==> config.mk <==
export PLATFORM = sky130hd
export DESIGN_NAME = alarm_tone_seq
export DESIGN_NICKNAME = d
export VERILOG_FILES = /design/src/rtl/alarm_pkg.sv /design/src/rtl/alarm_tone_divider.sv /design/src/rtl/alarm_tone_seq.sv
export SDC_FILE = /design/constraint.sdc
export NUM_CORES = 1
export LEC_CHECK = 0
export CORE_UTILIZATION = 40
export CTS_BUF_LIST = sky130_fd_sc_hd__clkbuf_16
export DETAILED_ROUTE_END_ITERATION = 10
export GPL_ROUTABILITY_DRIVEN = 0
export GPL_TIMING_DRIVEN = 0
export PLACE_DENSITY = 0.75
export REMOVE_ABC_BUFFERS = 1
export SETUP_SLACK_MARGIN = 0.4
export SLEW_MARGIN = 15
export SYNTH_ARGS = -nofsm -noshare
export SYNTH_HDL_FRONTEND = slang
export SYNTH_HIERARCHICAL = 1
export SYNTH_SLANG_ARGS = --single-unit
export TNS_END_PERCENT = 30
==> constraint.sdc <==
create_clock -name clk -period 7.08 [get_ports clk]
set_clock_uncertainty 0.15 [all_clocks]
set_input_delay 1.062 -clock clk [delete_from_list [all_inputs] [get_ports clk]]
set_output_delay 1.062 -clock clk [all_outputs]
set_load 0.005 [all_outputs]
==> src/rtl/alarm_pkg.sv <==
// Shared types and constants for the alarm tone sequencer.
package alarm_pkg;

  localparam int DEF_CLK_FREQ     = 12_000_000;
  localparam int DEF_TICK_HZ      = 100;
  localparam int DEF_SNOOZE_TICKS = 30000;
  localparam int DEF_NOTES        = 4;
  localparam int DEF_DIV_W        = 16;
  localparam int DEF_DUR_W        = 8;

  typedef enum logic [1:0] {
    ST_IDLE   = 2'd0,
    ST_PLAY   = 2'd1,
    ST_SNOOZE = 2'd2
  } state_t;

  // Counter width that never collapses to zero bits.
  function automatic int cnt_width(input int n);
    return (n > 1) ? $clog2(n) : 1;
  endfunction

  // LSB position of entry k inside a packed table of w-bit entries.
  function automatic int slice_lsb(input int k, input int w);
    return k * w;
  endfunction

endpackage

==> src/rtl/alarm_tone_divider.sv <==
// Loadable half-period down-counter driving the speaker flop; a zero divider is a rest.
module tone_divider #(
  parameter int DIV_W = 16
) (
  input  logic             clk,
  input  logic             rst,
  input  logic             clr,
  input  logic             load,
  input  logic             en,
  input  logic [DIV_W-1:0] load_div,
  input  logic [DIV_W-1:0] run_div,
  output logic             speaker
);

  logic [DIV_W-1:0] cnt;

  always_ff @(posedge clk or posedge rst) begin
    if (rst) begin
      cnt     <= '0;
      speaker <= 1'b0;
    end else if (clr) begin
      cnt     <= '0;
      speaker <= 1'b0;
    end else if (load) begin
      cnt     <= load_div - DIV_W'(1);
      speaker <= 1'b0;
    end else if (en) begin
      if (cnt == '0) begin
        cnt     <= run_div - DIV_W'(1);
        speaker <= (run_div != '0) ? ~speaker : 1'b0;
      end else begin
        cnt <= cnt - DIV_W'(1);
        if (run_div == '0) speaker <= 1'b0;
      end
    end
  end

endmodule

==> src/rtl/alarm_tone_seq.sv <==
// Looping multi-note alarm tone player with rests, skips and a snooze window.
//   state     | meaning
//   ST_IDLE   | silent, waiting for alarm_i
//   ST_PLAY   | stepping through the note table, speaker active
//   ST_SNOOZE | silent for SNOOZE_TICKS ticks, then replays from entry 0
module alarm_tone_seq
  import alarm_pkg::*;
#(
  parameter int CLK_FREQ     = DEF_CLK_FREQ,
  parameter int NOTES        = DEF_NOTES,
  parameter int DIV_W        = DEF_DIV_W,
  parameter int DUR_W        = DEF_DUR_W,
  parameter int TICK_HZ      = DEF_TICK_HZ,
  parameter int SNOOZE_TICKS = DEF_SNOOZE_TICKS,
  localparam int IDX_W       = cnt_width(NOTES)
) (
  input  logic                   clk,
  input  logic                   rst,
  input  logic                   alarm_i,
  input  logic                   snooze_i,
  input  logic [NOTES*DIV_W-1:0] note_div_i,
  input  logic [NOTES*DUR_W-1:0] note_dur_i,
  output logic                   speaker,
  output logic                   playing,
  output logic                   snoozing,
  output logic [IDX_W-1:0]       note_idx
);

  localparam int TICK_CYC = CLK_FREQ / TICK_HZ;
  localparam int PRE_W    = cnt_width(TICK_CYC);
  localparam int SNZ_W    = cnt_width(SNOOZE_TICKS + 1);

  localparam logic [PRE_W-1:0] PRE_LAST = PRE_W'(TICK_CYC - 1);
  localparam logic [SNZ_W-1:0] SNZ_LAST = SNZ_W'((SNOOZE_TICKS > 0) ? SNOOZE_TICKS - 1 : 0);
  localparam logic [IDX_W-1:0] IDX_LAST = IDX_W'(NOTES - 1);

  logic [DIV_W-1:0] div_tab [NOTES];
  logic [DUR_W-1:0] dur_tab [NOTES];

  for (genvar k = 0; k < NOTES; k++) begin : g_tab
    assign div_tab[k] = note_div_i[slice_lsb(k, DIV_W) +: DIV_W];
    assign dur_tab[k] = note_dur_i[slice_lsb(k, DUR_W) +: DUR_W];
  end

  state_t           state, state_n;
  logic [IDX_W-1:0] idx_n;
  logic [PRE_W-1:0] presc;
  logic [DUR_W-1:0] dur_cnt;
  logic [SNZ_W-1:0] snz_cnt;
  logic [DIV_W-1:0] cur_div;
  logic [DUR_W-1:0] cur_dur;

  logic tick, note_end;
  logic go_idle, start_play, go_snooze, adv, ld_note;
  logic tone_clr, tone_en;
  logic [DIV_W-1:0] next_div;

  assign tick     = (presc == PRE_LAST);
  // A zero-duration entry ends in the same cycle it is loaded.
  assign note_end = (cur_dur == '0) || (tick && (dur_cnt == cur_dur - DUR_W'(1)));

  always_ff @(posedge clk or posedge rst) begin
    if (rst) state <= ST_IDLE;
    else     state <= state_n;
  end

  always_comb begin
    state_n    = state;
    go_idle    = 1'b0;
    start_play = 1'b0;
    go_snooze  = 1'b0;
    adv        = 1'b0;
    case (state)
      ST_IDLE: begin
        if (alarm_i) begin
          state_n    = ST_PLAY;
          start_play = 1'b1;
        end
      end
      ST_PLAY: begin
        if (!alarm_i) begin
          state_n = ST_IDLE;
          go_idle = 1'b1;
        end else if (snooze_i) begin
          state_n   = ST_SNOOZE;
          go_snooze = 1'b1;
        end else if (note_end) begin
          adv = 1'b1;
        end
      end
      ST_SNOOZE: begin
        if (!alarm_i) begin
          state_n = ST_IDLE;
          go_idle = 1'b1;
        end else if (tick && (snz_cnt == SNZ_LAST)) begin
          state_n    = ST_PLAY;
          start_play = 1'b1;
        end
      end
      default: begin
        state_n = ST_IDLE;
        go_idle = 1'b1;
      end
    endcase

    idx_n = note_idx;
    if (go_idle || start_play) idx_n = '0;
    else if (adv)              idx_n = (note_idx == IDX_LAST) ? '0 : note_idx + IDX_W'(1);
  end

  assign ld_note  = start_play | adv;
  assign next_div = div_tab[idx_n];
  assign tone_clr = go_idle | go_snooze;
  assign tone_en  = (state == ST_PLAY);

  always_ff @(posedge clk or posedge rst) begin
    if (rst) begin
      note_idx <= '0;
      playing  <= 1'b0;
      snoozing <= 1'b0;
      presc    <= '0;
      dur_cnt  <= '0;
      snz_cnt  <= '0;
      cur_div  <= '0;
      cur_dur  <= '0;
    end else begin
      note_idx <= idx_n;
      playing  <= (state_n == ST_PLAY);
      snoozing <= (state_n == ST_SNOOZE);

      // Table entries are latched only at note load, so edits never land mid-note.
      if (ld_note) begin
        cur_div <= next_div;
        cur_dur <= dur_tab[idx_n];
      end else if (go_idle) begin
        cur_div <= '0;
        cur_dur <= '0;
      end

      if (go_idle || go_snooze || ld_note || (state == ST_IDLE) || tick) presc <= '0;
      else                                                                presc <= presc + PRE_W'(1);

      if (go_idle || go_snooze || ld_note)  dur_cnt <= '0;
      else if ((state == ST_PLAY) && tick)  dur_cnt <= dur_cnt + DUR_W'(1);

      if ((state != ST_SNOOZE) || go_idle || start_play) snz_cnt <= '0;
      else if (tick)                                     snz_cnt <= snz_cnt + SNZ_W'(1);
    end
  end

  tone_divider #(
    .DIV_W(DIV_W)
  ) u_tone (
    .clk      (clk),
    .rst      (rst),
    .clr      (tone_clr),
    .load     (ld_note),
    .en       (tone_en),
    .load_div (next_div),
    .run_div  (cur_div),
    .speaker  (speaker)
  );

endmodule

==> out/results.txt <==
CP required: 7.19 ns
Synth Instances: 669
first-pass GRT wire length: 25.75 mm
Initial Utilization: 0.4094
EDFF count, synth: 0
core area: 15200 sq um
io pins: 105
sw power: 902.4 uW
most frequent cells in the layout: clkdlybuf4s50_1 (104), mux2i_1 (93), dfrtp_1 (87), nor2_1 (78), nand2_1 (46)
WP data arrival: 6.35 ns
Finish-stage setup viols: 0
gr ovfl total: 0
CTS tree: built
Vias/cell: 5.766
# DRC: 0
Crit Path Category: in2reg
RSZ-0062 raised after global routing: false
Netlist cell types: 69
status: complete, no violations
Pwr per Cell Area: 283.1 nW/um^2
Hold Path Class: reg2reg
Clock Tree Buf Depth: 2
post-DP HPWL: 11.60 mm
met2 WL: 7.153 mm
cell taking the most area after synthesis: dfrtp_1
max-slew violations: 0
maximum clock frequency: 0.1602 GHz
DRT iter0 DRCs: 360
Die W: 126.7 um
leakage power: 2.896 nW
Synth warnings: 6
vias in the first global route: 5169
Combinational Power Share: 0.481
period utilization: 0.8816
P_int: 1.259 mW
Slew @ Worst Pin: 1.163 ns
initial antenna violation count: 1
fin util: 0.5023
register area share after synthesis: 0.3498
Clock Latency Late Sink: 0.34 ns
VDD IR max: 137.2 uV
setup bufs post-CTS: 0
H-tree Lvls: 3
area grow syn2layout: 22.70%
startpoint types: input pin
flops & latches, synth: 87
Wirelength per Cell: 16.77 um
Async SR Flop Fraction: 1.000
CP max FO: 21
PortBufs: 104
slew margin rel.: 0.2233
die area: 16060 sq um
Final Cell Area: 7636 sq um
clock-pin transition on the worst setup and hold timing paths: 0.06 ns
GR Util All Layers: 0.1999
Cell Area, Synth: 6223 sq um
uppermost layer routed: met4
total power: 2.162 mW
clock power share: 0.188
Die Span Y: 126.7 um
Hold Fails Final Rpt: 0
Yosys top cell area share: 0.3498
Final #Nets: 865
fraction of layout cells with a size suffix above 1: 0.06992
dpl cell area: 7380 sq um
commonest non-fill, non-tap cell in the layout: clkdlybuf4s50_1
met1 wire length: 7.440 mm
Max Cap Viol: 0
metal3 WL: 1.056 mm
fin crit period: 6.242 ns
largest net degree at the start of global routing: 61
Routed Antenna Nets: 0
clock root cell: clkbuf_16
DRT Pass-1 Iters: 5
Mapped Avg Cell Area: 9.303 sq um
Reg power frac: 0.331
Most used DFF post-synth: dfrtp_1
Synth area leaders: dfrtp_1 (35%), mux2i_1 (15%), nor2_1 (4.7%), xor2_1 (4.1%), nand2_1 (2.8%)
switching share of total power: 0.4175
TNS Setup: 0 ns
Setup crit end kind: register
total vias in the final route: 5460
Std-Cell Rows: 45
Clock Sinks: 87
cts bufs inserted: 9
final WL: 15.88 mm
==> sequential cells by signal, summed over array words and instances, names as in the netlist <==
name            cells
u_tone/cnt         16
snz_cnt            15
cur_dur             8
cur_div            16
note_idx            2
state               2
presc              17
u_tone/speaker      1
snoozing            1
dur_cnt             8
playing             1
==> worst max-delay path, cell delays in order <==
cell and delay [ns]:
clkdlybuf4s50_1 0.56, or3_1 0.44, a31o_2 0.46, nor3_2 0.61, a21o_2 0.68, buf_16 0.24
mux2i_1 0.25, mux2i_1 0.13, nor3b_1 0.33, o221ai_1 0.18, a21oi_1 0.44, nand2_1 0.27
or4_1 0.48, o211ai_1 0.19
==> final cells by class <==
class,instances,area (sq um)
flip-flops and latches,87,2177
well taps,188,235.2
clock buffers,9,225.2
clock inverters,5,20.02
fillers,1399,7566
diodes,1,2.502
inverters,17,66.31
multi-input cells,533,3802
repair buffers,107,1107
==> synthesized netlist by cell type (6+ instances only) <==
master	instances
mux2i_1	93
dfrtp_1	87
nor2_1	78
nand2_1	46
xor2_1	29
nand3_1	25
o21ai_0	20
clkbuf_1	17
inv_1	17
nand4_1	17
xnor2_1	17
o22ai_1	16
nor3_1	13
mux2_2	12
nor4_1	12
ha_1	10
a21oi_1	9
or2_2	8
and3_1	7
nor2b_1	7
a211o_1	6
a31o_2	6
a31oi_1	6
buf_4	6
buf_6	6
==> stage by stage <==
step | hold WS, ns | setup slack, ns | std cells
detailed placement | 0.3222 | 0.5154 | 931
finish | 0.3271 | 0.8382 | 947
CTS | 0.3273 | 0.8824 | 945
floorplan | 0.2973 | 1.386 | 636
global route | 0.3709 | 0.4848 | 946
global placement | 0.3221 | -0.1737 | 928
==> kinds of logic after synthesis <==
family,after synthesis,share of synthesized area
AO/OA/AOI/OAI,113,0.1351
XOR/XNOR,46,0.06474
AND/OR/NAND/NOR,255,0.2119
buffers and inverters,50,0.04161
adder cells (fa/ha/maj),10,0.02010
flip-flops,87,0.3498
multiplexers,108,0.1767
==> power groups by stage <==
stage          sequential, mW  clock, mW  combinational, mW
2_1_floorplan           0.683          0              0.739
6_report                0.716      0.407               1.04
5_1_grt                 0.728      0.436               1.14
3_3_place_gp            0.717          0              0.987
3_5_place_dp            0.719          0               1.03
4_1_cts                 0.712      0.416               1.03
==> path summary, 6_finish.rpt <==
check,startpoint,to,slack [ns],depth (start not counted)
min reg2reg,presc[0],presc[0],0.33,1
max reg2reg,cur_dur[0],u_tone/cnt[14],1.28,16
min in group asynchronous,rst,cur_div[14],0.90,2
max,alarm_i,u_tone/cnt[14],0.84,14
max in group asynchronous,rst,u_tone/cnt[10],5.24,2
min,presc[0],presc[0],0.33,1
==> metal layers <==
metal  global-route usage  vias up
met3              0.03332       19
met1               0.2743     2613
met2               0.3191      184
met4              0.06933        0
met5                    0        -
li1                     -     2644
==> repair_timing <==
| item | 4_1_cts | 5_1_grt |
|---|---|---|
| resized for setup | 0 | 0 |
| endpoints found under the setup margin | 0 | 1 |
| hold buffers | 0 | 0 |
Note: power is estimated with default switching activity, not from simulation.
